## src/rtl/imem_load_ctrl.sv

```systemverilog
// Run controller: loads a length-prefixed program into instruction memory,
// releases the core and watches for HALT under a watchdog cycle budget.
module imem_load_ctrl #(
  parameter int DEPTH   = 128,
  parameter int ADDR_W  = 7,
  parameter int TIMEOUT = 4096
) (
  input  logic              clk,
  input  logic              rst_n,
  input  logic              host_valid,
  input  logic [7:0]        host_data,
  output logic              host_ready,
  input  logic              abort,
  output logic              mem_we,
  output logic [ADDR_W-1:0] mem_addr,
  output logic [7:0]        mem_wdata,
  output logic              core_rst_n,
  input  logic              core_halted,
  output logic              busy,
  output logic              done,
  output logic [1:0]        err,
  output logic [15:0]       run_cycles
);

  // state | meaning
  // IDLE  | waiting for a length byte
  // LOAD  | accepting program bytes, one write per accepted byte
  // START | last write lands while the core is still held in reset
  // RUN   | core released, watchdog counting
  // DONE  | core halted; one cycle back in reset before IDLE
  typedef enum logic [2:0] {
    IDLE  = 3'd0,
    LOAD  = 3'd1,
    START = 3'd2,
    RUN   = 3'd3,
    DONE  = 3'd4
  } state_t;

  localparam logic [15:0] TO_LAST = (TIMEOUT == 0) ? 16'd0 : 16'(TIMEOUT - 1);

  state_t            r_state;
  logic [ADDR_W:0]   r_cnt;
  logic [ADDR_W:0]   r_len;
  logic              r_host_ready;
  logic              r_mem_we;
  logic [ADDR_W-1:0] r_mem_addr;
  logic [7:0]        r_mem_wdata;
  logic              r_core_rst_n;
  logic              r_busy;
  logic              r_done;
  logic [1:0]        r_err;
  logic [15:0]       r_run_cycles;

  logic              w_acc;
  logic              w_len_ok;
  logic              w_timeout;
  logic [ADDR_W:0]   w_cnt_inc;

  assign w_acc     = host_valid && r_host_ready;
  assign w_len_ok  = (host_data != 8'd0) && ({24'd0, host_data} <= 32'(DEPTH));
  assign w_timeout = (TIMEOUT != 0) && (r_run_cycles == TO_LAST);
  assign w_cnt_inc = r_cnt + {{ADDR_W{1'b0}}, 1'b1};

  always_ff @(posedge clk or negedge rst_n) begin
    if (!rst_n) begin
      r_state      <= IDLE;
      r_cnt        <= '0;
      r_len        <= '0;
      r_host_ready <= 1'b0;
      r_mem_we     <= 1'b0;
      r_mem_addr   <= '0;
      r_mem_wdata  <= 8'd0;
      r_core_rst_n <= 1'b0;
      r_busy       <= 1'b0;
      r_done       <= 1'b0;
      r_err        <= 2'b00;
      r_run_cycles <= 16'd0;
    end else begin
      r_mem_we <= 1'b0;
      if (abort) begin
        r_state      <= IDLE;
        r_host_ready <= 1'b1;
        r_core_rst_n <= 1'b0;
        r_busy       <= 1'b0;
        r_done       <= 1'b0;
        r_err        <= 2'b00;
      end else begin
        case (r_state)
          IDLE: begin
            r_host_ready <= 1'b1;
            if (w_acc) begin
              if (w_len_ok) begin
                r_len   <= host_data[ADDR_W:0];
                r_cnt   <= '0;
                r_done  <= 1'b0;
                r_err   <= 2'b00;
                r_busy  <= 1'b1;
                r_state <= LOAD;
              end else begin
                r_err <= 2'b01;
              end
            end
          end
          LOAD: begin
            if (w_acc) begin
              r_mem_we    <= 1'b1;
              r_mem_addr  <= r_cnt[ADDR_W-1:0];
              r_mem_wdata <= host_data;
              r_cnt       <= w_cnt_inc;
              if (w_cnt_inc == r_len) begin
                r_host_ready <= 1'b0;
                r_state      <= START;
              end
            end
          end
          START: begin
            r_run_cycles <= 16'd0;
            r_core_rst_n <= 1'b1;
            r_state      <= RUN;
          end
          RUN: begin
            if (r_run_cycles != 16'hFFFF)
              r_run_cycles <= r_run_cycles + 16'd1;
            // halt takes precedence over a watchdog expiring in the same cycle
            if (core_halted) begin
              r_done       <= 1'b1;
              r_core_rst_n <= 1'b0;
              r_busy       <= 1'b0;
              r_state      <= DONE;
            end else if (w_timeout) begin
              r_err        <= 2'b10;
              r_core_rst_n <= 1'b0;
              r_busy       <= 1'b0;
              r_host_ready <= 1'b1;
              r_state      <= IDLE;
            end
          end
          DONE: begin
            r_host_ready <= 1'b1;
            r_state      <= IDLE;
          end
          default: r_state <= IDLE;
        endcase
      end
    end
  end

  assign host_ready = r_host_ready;
  assign mem_we     = r_mem_we;
  assign mem_addr   = r_mem_addr;
  assign mem_wdata  = r_mem_wdata;
  assign core_rst_n = r_core_rst_n;
  assign busy       = r_busy;
  assign done       = r_done;
  assign err        = r_err;
  assign run_cycles = r_run_cycles;

endmodule

```

## config.mk

```make
export PLATFORM = sky130hd
export DESIGN_NAME = imem_load_ctrl
export DESIGN_NICKNAME = d
export VERILOG_FILES = /design/src/rtl/imem_load_ctrl.sv
export SDC_FILE = /design/constraint.sdc
export NUM_CORES = 1
export LEC_CHECK = 0
export ABC_AREA = 1
export CAP_MARGIN = 5
export CORE_UTILIZATION = 48
export CTS_CLUSTER_SIZE = 16
export DETAILED_ROUTE_END_ITERATION = 8
export GPL_TIMING_DRIVEN = 0
export PLACE_DENSITY = 0.86
export SKIP_CTS_REPAIR_TIMING = 1
export SLEW_MARGIN = 40
export SYNTH_ARGS = -nofsm -noshare
export SYNTH_HDL_FRONTEND = slang
export SYNTH_SLANG_ARGS = --single-unit
```

## constraint.sdc

```tcl
create_clock -name clk -period 1.6 [get_ports clk]
set_input_delay 0.24 -clock clk [delete_from_list [all_inputs] [get_ports clk]]
set_output_delay 0.24 -clock clk [all_outputs]
set_load 0.01 [all_outputs]
```

# Word level (Yosys, flattened, before mapping)
# Index checks and enable logic that the tools add are counted.
# word_totals
in_bits,13
n_memories,0
reg_bits,57
word_cells,97
ram_bits,0
latchBits,0
romBits,0
# op_classes
div,0
n_addsub,2
multipliers,0
bitwise,1
n_mux,42
n_reduce_logical,20
shift,0
eq_ne,19
n_lt_le_gt_ge,1
# op_table
operator,n
16-bit one-hot mux with 2 select lines,1
8-bit two-way mux,3
3-bit two-way mux,7
3-bit inequality test (second input constant),7
1-bit two-way mux,19
16-bit by 1-bit adder with 16-bit output (second input constant),1
16-bit by 12-bit equality test with 1-bit output (second input constant),1
16-bit two-way mux,1
16-bit inequality test (second input constant),1
8-bit one-hot mux with 2 select lines,1
4-bit AND reduction,4
5-bit AND reduction,3
3-bit one-hot mux with 4 select lines,1
8-bit by 1-bit adder with 8-bit output (second input constant),1
8-bit equality test,1
8-bit less-or-equal comparator (second input constant),1
2-bit two-way mux,4
2-bit inequality test (second input constant),4
8-bit nonzero test,1
3-bit by 2-bit equality test with 1-bit output (second input constant),2
1-bit one-hot mux with 2 select lines,3
3-bit AND reduction,2
3-bit nonzero test,2
4-bit inequality test (second input constant),1
11 further kinds,13

# Longest topological paths before layout
# logic_depth
depth_word,6
depth_mapped,14

# Least setup slack after synthesis
# No wires, ideal clock.
# synth_path
path_kind,register to register
from,"register r_run_cycles[0], in the netlist run_cycles[0]"
to,"register r_host_ready, in the netlist host_ready"
setup_ps,117
stages_incl_launch_ff,11
required_ps,1483
slack_ps,-45
arrival_ps,1529
cell_sequence,dfrtp_1 ha_1 nand3_2 nor3_2 nand2_2 nand3_2 nand2_2 nor3_1 nand2_1 nand2_1 nand2_1
# synth_between
elab_chain_cells,3
# synth_rtl
element,line,source
"start, declared",52,logic [15:0] r_run_cycles;
"start signal, assigned",123,r_run_cycles <= r_run_cycles + 16'd1;
16-bit by 12-bit equality test with 1-bit output,61,assign w_timeout = (TIMEOUT != 0) && (r_run_cycles == TO_LAST);
3-bit inequality test (no source line),n/a,
5-bit AND reduction (no source line),n/a,
"end signal, assigned",69,r_host_ready <= 1'b0;
"end signal, assigned",82,r_host_ready <= 1'b1;
"end signal, assigned",90,r_host_ready <= 1'b1;
"end, declared",44,logic r_host_ready;
# No other way between the ends.
# A chain may end at the register's enable or synchronous reset.

# Final worst setup path
# layout_path
from,register r_state[2]
to,"register r_host_ready, in the netlist host_ready"
# layout_between
elab_chain_cells,4
# layout_rtl
element,line,source
"start, declared",41,state_t r_state;
"start signal, assigned",66,r_state <= IDLE;
"start signal, assigned",81,r_state <= IDLE;
"start signal, assigned",98,r_state <= LOAD;
3-bit equality test or 3-bit zero test (tied branches),88,case (r_state)
2-bit OR reduction (no source line),n/a,
4-bit nonzero test (no source line) or 1-bit one-hot mux with 3 select lines (tied branches),n/a,
5-bit AND reduction (no source line) or 1-bit two-way mux (tied branches),n/a,
"end signal, assigned",82,
"end signal, assigned",90,
"end signal, assigned",111,r_host_ready <= 1'b0;
# Parallel ways exist; a longest one is shown, timed or not.

==> flow_metrics.py <==
metrics = {
    "clock_network": {
        "cts_tree": "done",
        "cts_buffer_depth": 2,
        "cts.sinks": 57,
        "clock_latency_ns": 0.36,
        "clk_pin_slew_ns": 0.08,
        "htreeDepth": 3,
        "clockRootBuffer": "clkbuf_8",
        "numCtsBuffers": 9,
    },
    "worst_setup_path": {
        "path_max_fanout": 10,
        "arrival_ns": 1.99,
        "crit_path_start_kind": "flop",
        "crit_type": "reg2reg",
        "cp.required_ns": 1.84,
        "endpoint_kind": "flop",
    },
    "pwr": {
        "seq_power_share": 0.373,
        "p_int_w": 0.00377,
        "p_switching_w": 0.00229,
        "p_clk_frac": 0.226,
        "swShare": 0.378,
        "ir_drop_mv": 0.838,
        "p_leak_nw": 2.12,
        "pwr-share-comb": 0.401,
        "p_per_area_nw_per_um2": 1360,
    },
    "drt": {
        "wl_met3_um": 654,
        "drtIter0Drc": 258,
        "via_count": 3291,
        "drc": 0,
        "wl_per_cell_um": 15.8,
        "drt_pass1_iterations": 5,
        "met1_length_mm": 3.58,
        "via_per_inst": 5.59,
        "top_layer_used": "met4",
        "antenna_left": 0,
        "wl_met2_mm": 4.73,
        "drt_wl_total_mm": 9.31,
    },
    "sta": {
        "drv_slew": 0,
        "period_minus_slack_ns": 1.75,
        "max_freq_ghz": 0.570,
        "rsz0062_at_grt": "true",
        "timing.final.ws_setup_ns": -0.154,
        "skew_ns": 0.0156,
        "min_period_over_period": 1.10,
        "holdWs_ns": 0.315,
        "maxSlewHeadroom": 0.729,
        "timing.final.hold_violations": 0,
        "worst_pin_slew_ns": 0.403,
        "setup-violations-final": 7,
    },
    "cells_and_area": {
        "diodes": 0,
        "fill_cells": 461,
        "drive_gt1_frac": 0.250,
        "post-route-util": 0.701,
        "area_growth_pct": 41.1,
        "nets": 522,
    },
    "logic_synthesis": {
        "synth_ff_type": "dfrtp_1",
        "synth_edf_count": 0,
        "yosysWarnings": 0,
        "yosysTopAreaCell": "dfrtp_1",
        "syn-cell-area_um2": 3160,
        "ys_async_sr_fraction": 1.00,
        "synthTopCellsByArea": "dfrtp_1 45%, nand2_1 16%, nand3_1 5.6%, inv_1 5.1%, o21ai_0 5.1%",
        "yosysTopAreaCellShare": 0.452,
        "synth_area_per_cell_um2": 7.53,
        "synth_cell_type_count": 32,
        "synthTopCellsByCount": "133 x nand2_1, 57 x dfrtp_1, 43 x inv_1",
        "syn_inst": 419,
        "ys_seq_area_frac": 0.452,
        "synth_seq_cells": 57,
        "synth_fp_nets": 434,
        "yosysMostFrequentCell": "nand2_1",
    },
    "flow_run": {
        "maxCapViolCount": 0,
    },
    "global_route": {
        "grt_pass1_wl_mm": 13.3,
        "grtUsageTotal": 0.245,
        "grt_pass1_vias": 2853,
        "grt_max_degree": 36,
        "grt_overflow": 0,
        "antenna_found_initial": 0,
    },
    "floorplanning": {
        "io_pins": 51,
        "die_h_um": 83.1,
        "rows": 29,
        "core_area_um2": 6350,
        "die_area_um2": 6900,
        "start_util": 0.497,
        "dieWidth_um": 83.1,
    },
    "placement": {
        "gp_congestion": 0.931,
        "dpl.hpwl_mm": 5.63,
        "place.port_buffers": 50,
    },
    "min_path": {
        "min_path_type": "in2async",
    },
    "outcome": {
        "failed_checks": "setup timing",
        "status": "finished with violations",
    },
}
## final timing paths
path / to / slack (ns) / startpoint / depth (start not counted)
max in group asynchronous: run_cycles[5]$_DFFE_PN0P_ / 0.77 / rst_n / 3
min: mem_addr[2]$_DFFE_PN0P_ / 0.31 / rst_n / 2
min reg2reg: mem_addr[0]$_DFFE_PN0P_ / 0.48 / mem_addr[0]$_DFFE_PN0P_ / 2
max reg2reg: host_ready$_DFFE_PN0P_ / -0.15 / r_state[2]$_DFFE_PN0P_ / 11
max: host_ready$_DFFE_PN0P_ / -0.15 / r_state[2]$_DFFE_PN0P_ / 11
min in group clk: mem_addr[0]$_DFFE_PN0P_ / 0.48 / mem_addr[0]$_DFFE_PN0P_ / 2
## worst max-delay path, cell delays in order, from the launching register on
cell and delay (ns):
dfrtp_1 0.42, inv_1 0.09, nand2_1 0.10, nor2_2 0.12, buf_4 0.20, nor2_1 0.09, o21ai_1 0.12, a21oi_1 0.07
nor3_1 0.25, nand2_1 0.08, nand2_1 0.06, nand2_1 0.04
## placed cells by master (no fill, tap or decap), types with 4 or more instances in the layout
cell type and count:
nand2_1 124, clkdlybuf4s50_1 45, inv_1 41, dfrtp_1 38, nand3_1 32, o21ai_0 30, nor2_1 26, buf_4 23
dfrtp_2 19, xor2_1 12, nand2_2 10, o21ai_1 10, clkbuf_8 10, nor2_2 9, o21ai_2 7, nor2_4 6
inv_2 6, nand4_1 6, nor3_1 5, nand2_4 4, nand3_2 4, clkinv_2 4, dlymetal6s2s_1 4
## per-layer routing
layer	vias to the layer above	track usage
met2	164	0.409
met3	35	0.0547
li1	1521	-
met4	0	0.118
met1	1571	0.299
met5	-	0
## state kept, by name, indices dropped and copies added, names as in the netlist, 2 cells and up
register    count
err             2
mem_addr        7
mem_wdata       8
r_cnt           8
r_len           8
r_state         3
run_cycles     16
## metrics by stage
stage	cell area, um2	setup WS, ns	setup TNS, ns	cells	power, W
4_1_cts	3990	-0.217	-4.46	563	0.00563
2_1_floorplan	3180	0.00473	0	419	0.00336
3_5_place_dp	3790	-0.448	-13.36	547	0.00424
6_report	4450	-0.154	-0.341	589	0.00606
3_3_place_gp	3770	-1.46	-96.38	546	0.00415
5_1_grt	4450	-0.249	-2.05	589	0.00639
## cell families (layout without fill, tap and decap cells)
group / count (synthesis) / after routing / synth area share
DFF: 57 / 57 / 0.452
and+or+nand+nor: 237 / 237 / 0.335
xor gates and xnor gates: 13 / 13 / 0.0361
buffers and inverters: 58 / 151 / 0.0761
AOI/OAI and AO/OA: 52 / 52 / 0.0924
adders and majority gates: 2 / 2 / 0.00793
## cell type report
| type | instances | area [um2] | area share |
|---|---|---|---|
| flip-flops and latches | 57 | 1450 | 0.326 |
| multi-input cells | 304 | 1660 | 0.374 |
| clock buffers | 10 | 138 | 0.0309 |
| well taps | 77 | 96.3 | 0.0216 |
| inverters | 48 | 188 | 0.0422 |
| clock inverters | 6 | 57.6 | 0.0129 |
| plain buffers | 10 | 91.3 | 0.0205 |
| repair buffers | 77 | 768 | 0.173 |
## power groups by stage
| stage | logic, W | registers [W] | clock network, W |
|---|---|---|---|
| 3_3_place_gp | 0.00195 | 0.00220 | 0 |
| 3_5_place_dp | 0.00203 | 0.00222 | 0 |
| 4_1_cts | 0.00205 | 0.00220 | 0.00138 |
| 2_1_floorplan | 0.00110 | 0.00226 | 0 |
| 6_report | 0.00243 | 0.00226 | 0.00137 |
| 5_1_grt | 0.00264 | 0.00230 | 0.00145 |
No activity file was read; power rests on OpenSTA's default activity.
